==> src/rtl/fpmul_seq_ctrl.sv <==
// fpmul_seq_ctrl
//   Sequencing controller for a single-precision FP multiplier. It accepts one
//   operand pair over a valid/ready handshake and runs an iterative shift-add
//   24x24 mantissa multiply into a 48-bit product. The product is then
//   normalized, the exponent is adjusted, and the packed result is held for the
//   consumer until it is taken. Only one operation is in flight at a time.
//
//   Optional build macro FPMUL_SPECIAL_EN: when defined, zero/denormal, inf and
//   NaN operands are decoded at accept and the iterative multiply is bypassed.
//   When undefined, exponent fields 0 and 255 are ordinary values.
//
// Parameters
//   RADIX_BITS  multiplier bits retired per MUL cycle (1,2,3,4,6,8,12,24)
//   BIAS        exponent bias
//
// Ports
//   clk        clock, rising edge
//   rst        synchronous reset, active-high
//   in_valid   operand pair valid
//   in_ready   controller can accept (high only in IDLE)
//   op_a/op_b  IEEE-754 single operands
//   out_valid  result valid
//   out_ready  consumer accepts result
//   result     packed product
//   ovf/unf    exponent overflow/underflow, valid with out_valid
//   busy       controller is not idle
//
// State | Meaning
// IDLE  | waiting for an operand pair, in_ready high
// MUL   | retiring RADIX_BITS multiplier bits per cycle into prdt
// NORM  | normalize, adjust exponent, build result (or publish a special result)
// DONE  | result held until out_ready

module fpmul_seq_ctrl #(
  parameter int RADIX_BITS = 1,
  parameter int BIAS       = 127
) (
  input  logic        clk,
  input  logic        rst,
  input  logic        in_valid,
  output logic        in_ready,
  input  logic [31:0] op_a,
  input  logic [31:0] op_b,
  output logic        out_valid,
  input  logic        out_ready,
  output logic [31:0] result,
  output logic        ovf,
  output logic        unf,
  output logic        busy
);

  localparam int          ITERS      = 24 / RADIX_BITS;
  localparam logic [4:0]  CNT_LAST   = 5'(ITERS - 1);
  localparam logic [23:0] DIGIT_MASK = 24'((1 << RADIX_BITS) - 1);

  typedef enum logic [1:0] {IDLE, MUL, NORM, DONE} state_t;

  state_t      state;
  logic        sign;
  logic [7:0]  ea;
  logic [7:0]  eb;
  logic [47:0] ma_sh;   // multiplicand, pre-shifted to the weight of the next digit
  logic [23:0] mb_sh;   // multiplier, consumed LSB first
  logic [47:0] prdt;
  logic [4:0]  cnt;
  logic        spec_hit;
  logic [31:0] spec_res;

  logic [47:0] partial;
  logic        norm_flag;
  logic [22:0] adj_mantissa;
  logic [9:0]  exp_sum;
  logic        exp_ovf;
  logic        exp_unf;
  logic        spec_hit_d;
  logic [31:0] spec_res_d;

  always_comb begin
    partial = ma_sh * {24'b0, mb_sh & DIGIT_MASK};
  end

  // Exponent held as a 10-bit two's-complement value; bit 9 flags negative.
  always_comb begin
    norm_flag    = prdt[47];
    adj_mantissa = norm_flag ? prdt[46:24] : prdt[45:23];
    exp_sum      = {2'b0, ea} + {2'b0, eb} - 10'(BIAS) + {9'b0, norm_flag};
    exp_ovf      = !exp_sum[9] && (exp_sum >= 10'd255);
    exp_unf      = exp_sum[9] || (exp_sum == 10'd0);
  end

`ifdef FPMUL_SPECIAL_EN
  logic a_zero, b_zero, a_inf, b_inf, a_nan, b_nan, sign_d;

  always_comb begin
    sign_d     = op_a[31] ^ op_b[31];
    a_zero     = (op_a[30:23] == 8'h00);
    b_zero     = (op_b[30:23] == 8'h00);
    a_inf      = (op_a[30:23] == 8'hFF) && (op_a[22:0] == 23'b0);
    b_inf      = (op_b[30:23] == 8'hFF) && (op_b[22:0] == 23'b0);
    a_nan      = (op_a[30:23] == 8'hFF) && (op_a[22:0] != 23'b0);
    b_nan      = (op_b[30:23] == 8'hFF) && (op_b[22:0] != 23'b0);
    spec_hit_d = 1'b1;
    spec_res_d = 32'h0;
    if (a_nan || b_nan || (a_inf && b_zero) || (b_inf && a_zero))
      spec_res_d = 32'h7FC00000;
    else if (a_inf || b_inf)
      spec_res_d = {sign_d, 8'hFF, 23'b0};
    else if (a_zero || b_zero)
      spec_res_d = {sign_d, 31'b0};
    else
      spec_hit_d = 1'b0;
  end
`else
  always_comb begin
    spec_hit_d = 1'b0;
    spec_res_d = 32'h0;
  end
`endif

  always_ff @(posedge clk) begin
    if (rst) begin
      state     <= IDLE;
      in_ready  <= 1'b1;
      out_valid <= 1'b0;
      result    <= 32'h0;
      ovf       <= 1'b0;
      unf       <= 1'b0;
      busy      <= 1'b0;
      sign      <= 1'b0;
      ea        <= 8'h0;
      eb        <= 8'h0;
      ma_sh     <= 48'h0;
      mb_sh     <= 24'h0;
      prdt      <= 48'h0;
      cnt       <= 5'd0;
      spec_hit  <= 1'b0;
      spec_res  <= 32'h0;
    end else begin
      case (state)
        IDLE: begin
          if (in_valid) begin
            sign     <= op_a[31] ^ op_b[31];
            ea       <= op_a[30:23];
            eb       <= op_b[30:23];
            ma_sh    <= {24'b0, 1'b1, op_a[22:0]};
            mb_sh    <= {1'b1, op_b[22:0]};
            prdt     <= 48'h0;
            cnt      <= 5'd0;
            spec_hit <= spec_hit_d;
            spec_res <= spec_res_d;
            in_ready <= 1'b0;
            busy     <= 1'b1;
            // Special operands bypass the multiply; NORM then only publishes.
            state    <= spec_hit_d ? NORM : MUL;
          end
        end
        MUL: begin
          prdt  <= prdt + partial;
          ma_sh <= ma_sh << RADIX_BITS;
          mb_sh <= mb_sh >> RADIX_BITS;
          cnt   <= cnt + 5'd1;
          if (cnt == CNT_LAST)
            state <= NORM;
        end
        NORM: begin
          out_valid <= 1'b1;
          state     <= DONE;
          if (spec_hit) begin
            result <= spec_res;
            ovf    <= 1'b0;
            unf    <= 1'b0;
          end else if (exp_ovf) begin
            result <= {sign, 8'hFF, 23'b0};
            ovf    <= 1'b1;
            unf    <= 1'b0;
          end else if (exp_unf) begin
            result <= {sign, 31'b0};
            ovf    <= 1'b0;
            unf    <= 1'b1;
          end else begin
            result <= {sign, exp_sum[7:0], adj_mantissa};
            ovf    <= 1'b0;
            unf    <= 1'b0;
          end
        end
        DONE: begin
          if (out_ready) begin
            out_valid <= 1'b0;
            ovf       <= 1'b0;
            unf       <= 1'b0;
            in_ready  <= 1'b1;
            busy      <= 1'b0;
            state     <= IDLE;
          end
        end
        default: state <= IDLE;
      endcase
    end
  end

endmodule

==> config.mk <==
export PLATFORM = sky130hd
export DESIGN_NAME = fpmul_seq_ctrl
export DESIGN_NICKNAME = d
export VERILOG_FILES = /design/src/rtl/fpmul_seq_ctrl.sv
export SDC_FILE = /design/constraint.sdc
export NUM_CORES = 1
export LEC_CHECK = 0
export ABC_AREA = 1
export CAP_MARGIN = 10
export CORE_MARGIN = 10
export CORE_UTILIZATION = 40
export DETAILED_ROUTE_END_ITERATION = 16
export GPL_TIMING_DRIVEN = 0
export SLEW_MARGIN = 30
export SYNTH_ARGS = -nofsm -noshare
export SYNTH_HDL_FRONTEND = slang
export SYNTH_SLANG_ARGS = --single-unit
export TNS_END_PERCENT = 20
==> constraint.sdc <==
create_clock -name clk -period 3 [get_ports clk]
set_input_delay 0.6 -clock clk [delete_from_list [all_inputs] [get_ports clk]]
set_output_delay 0.6 -clock clk [all_outputs]
set_load 0.01 [all_outputs]
==> results.json <==
{
  "worst_slack_ns": 0.210,
  "multi_input_area_um2": 7080,
  "finalMaxSlewViolations": 0,
  "clockBufferDepth": 2,
  "ys_warn_count": 0,
  "area_growth_pct": 18.9,
  "crit_fanout": 10,
  "ant_nets": 0,
  "hold_viol_final": 0,
  "postSynthAreaPerCell_um2": 5.91,
  "drtIter0Drc": 776,
  "final_cells": 2568,
  "initial_core_util_pct": 40.6,
  "hpwl_um": 31000,
  "n_fill_cell": 3224,
  "status": "finished clean",
  "cpPeakStageDelay_ns": 0.39,
  "ys_seq_area_share_pct": 30.1,
  "htreeDepth": 4,
  "groute.usage.overall_pct": 19.7,
  "post-route-period-util_pct": 93.0,
  "critPathLaunchType": "register",
  "grt_pass1_vias": 11800,
  "syn_nets": 2177,
  "grt_util_met1_pct": 26.0,
  "coreArea_um2": 29700,
  "dr_total_vias": 12600,
  "dp.cells": 2532,
  "hp-class": "register to register",
  "grt_pass1_wl_um": 61200,
  "crit_family": "simple AND/OR/NAND/NOR gates",
  "numCtsBuffers": 17,
  "final_area_um2": 14300,
  "port_buffers": 103,
  "required_ns": 3.37,
  "finalSetupViolCount": 0,
  "io_pins": 105,
  "die_area_um2": 37500,
  "grt_overflow": 0,
  "fp.dieH_um": 194,
  "seq_area_um2": 3630,
  "use_met3_pct": 2.61,
  "synth_cell_type_count": 40,
  "clock_sinks": 181,
  "drt_wl_total_um": 38400,
  "core.rowCount": 63,
  "powerDensity_nw_per_um2": 591,
  "dpl_worst_slack_ns": -0.527,
  "post_drt_wl_per_cell_um": 15.0,
  "min_period_ns": 2.79,
  "worstPathCellList": "buf_6 -> clkbuf_4 -> nand2_1 -> inv_1 -> ha_1 -> nand2_1 -> inv_1 -> nand2_1 -> nor3_1 -> nand3_1 -> nand3b_1 -> nand2_1 -> nand3b_1 -> nand3_1 -> a21oi_1",
  "busiest_layer": "met2",
  "gp_congestion": 0.941,
  "grt_use_met2_pct": 33.0,
  "place_area_um2": 13600,
  "grt_max_degree": 18,
  "routed_via_density": 4.90,
  "ys_ff_latch": 181,
  "cts_hold_buf": 0,
  "setup.worst_path.end_class": "register",
  "synth_ff_type": "dfxtp_1",
  "r2r_slack_ns": 0.21,
  "drtPass1Iterations": 7,
  "nNetsFinal": 2304,
  "crit_path_frequent_cell": "nand2_1",
  "ir_worst_vdd_mv": 0.352,
  "synth_edf_count": 0,
  "maxCapViolations": 0,
  "dieWidth_um": 194,
  "route.detailed.drc": 0,
  "drive_gt1_share_pct": 5.14,
  "crit_buf_inv": 4,
  "worstSkewPairLatency_ns": 0.46,
  "syn_area_um2": 12100,
  "clock_skew_ns": 0.0174,
  "antenna_found_initial": 0,
  "p_leak_nw": 6.93,
  "clkTransAtPathRegs_ns": 0.07,
  "diodes": 0,
  "max_freq_mhz": 358,
  "root_buffer": "clkbuf_16",
  "syn_inst": 2039,
  "power_mw": 8.48,
  "slowest_stage": "nor3_1",
  "utilization_pct": 48.2,
  "tightestPinTransition_ns": 0.699,
  "synthArstFlopShare_pct": 0,
  "cts_tree": "yes",
  "worstPathArrival_ns": 3.16,
  "crit_type": "register to register",
  "slew_headroom_pct": 53.1
}
==> final cells by class <==
type                       instances  area share [%]
buffer                            74            2.44
multi-input combinational       1489            49.4
clock buffer                      18            3.06
tap                              390            3.40
timing repair buffer             110            7.66
inverter                         293            7.72
clock inverter                    13           0.986
sequential                       181            25.3
==> metal layers <==
layer	vias up	wire (um)
met5	-	0
met2	292	17500
met1	5602	18400
met4	0	848
li1	6639	-
met3	45	1630
==> cells by family after synthesis <==
logic type,after synthesis,share of synthesized area [%]
and+or+nand+nor,1115,37.1
buffers and inverters,369,11.9
AOI/OAI and AO/OA,301,13.4
DFF,181,30.1
adders and majority gates,70,7.39
xor gates and xnor gates,3,0.218
==> cell usage after synthesis, types with 3 or more instances <==
cell type,count,area [um^2]
o21bai_1,9,67.6
nor2_2,6,37.5
inv_1,289,1080
nand3_1,103,515
clkbuf_1,55,206
buf_2,15,75.1
nor3_1,16,80.1
nand2_1,705,2650
o21ai_0,79,395
or2_2,5,31.3
nand3b_1,6,45.0
nand3_2,4,40.0
nand4_1,10,62.6
inv_2,3,11.3
a21oi_1,150,751
o21ai_1,7,35.0
a31oi_1,46,288
dfxtp_1,181,3620
ha_1,68,851
nor2_1,247,927
and3_1,4,25.0
nand2_2,5,31.3
buf_6,3,33.8
==> final timing paths <==
kind / start / endpoint / cells past startpoint
worst min-delay path: busy / busy / 2
worst max register to register: mb_sh[0] / prdt[38] / 15
worst min register to register: busy / busy / 2
worst max-delay path: mb_sh[0] / prdt[38] / 15
==> sequential cells by signal, indices dropped and copies added (netlist names) <==
| name | count |
|---|---|
| ma_sh | 48 |
| result | 32 |
| out_valid | 1 |
| sign | 1 |
| prdt | 48 |
| ea | 8 |
| eb | 8 |
| cnt | 5 |
| busy | 1 |
| in_ready | 1 |
| state | 2 |
| ovf | 1 |
| unf | 1 |
| mb_sh | 24 |
==> where the power goes <==
| part | switching [mW] | leakage (nW) | internal (mW) | total, mW |
|---|---|---|---|---|
| Sequential | 0.213 | 1.47 | 2.75 | 2.97 |
| Clock | 1.11 | 0.286 | 1.20 | 2.31 |
| Combinational | 2.16 | 5.18 | 1.04 | 3.20 |
| Total | 3.48 | 6.93 | 4.99 | 8.48 |
==> cells in the final DEF (no fill, tap or decap), types with 4 or more instances in the layout <==
master / synthesis / final
nor2_2: 6 / 9
inv_1: 289 / 288
a21oi_1: 150 / 150
buf_6: 3 / 4
nand3_1: 103 / 100
buf_2: 15 / 15
clkbuf_16: 0 / 18
inv_8: 0 / 4
a31oi_1: 46 / 46
nor2_1: 247 / 244
ha_1: 68 / 67
nand3b_1: 6 / 6
nand2_1: 705 / 695
nand4_1: 10 / 10
nand2_2: 5 / 13
o21ai_0: 79 / 79
clkbuf_1: 55 / 49
nor3_1: 16 / 14
clkdlybuf4s50_1: 0 / 103
and3_1: 4 / 4
or2_2: 5 / 5
inv_6: 0 / 4
buf_4: 0 / 6
nand3_2: 4 / 6
o21ai_1: 7 / 7
o21bai_1: 9 / 9
dfxtp_1: 181 / 180
inv_2: 3 / 4
==> what timing repair did <==
item | CTS | global route
gates cloned | 0 | 3
resized for setup | 7 | 39
pin swaps | 0 | 7
endpoints found under the setup margin | 65 | 57
buffers inserted | 0 | 4
==> metrics by stage <==
stage	TNS, ns	hold WS [ns]
floorplan	0	0.433
global placement	-17.15	0.452
detailed placement	-19.44	0.458
CTS	0	0.467
global route	-0.0214	0.490
finish	0	0.467
==> worst min-delay path, delay by kind of cell, from the launching register on <==
kind,cells,cell delay (ns)
AO/OA/AOI/OAI,1,0.05
flip-flops,1,0.31
AND/OR/NAND/NOR,1,0.06
Note: power is estimated with default switching activity, not from simulation.
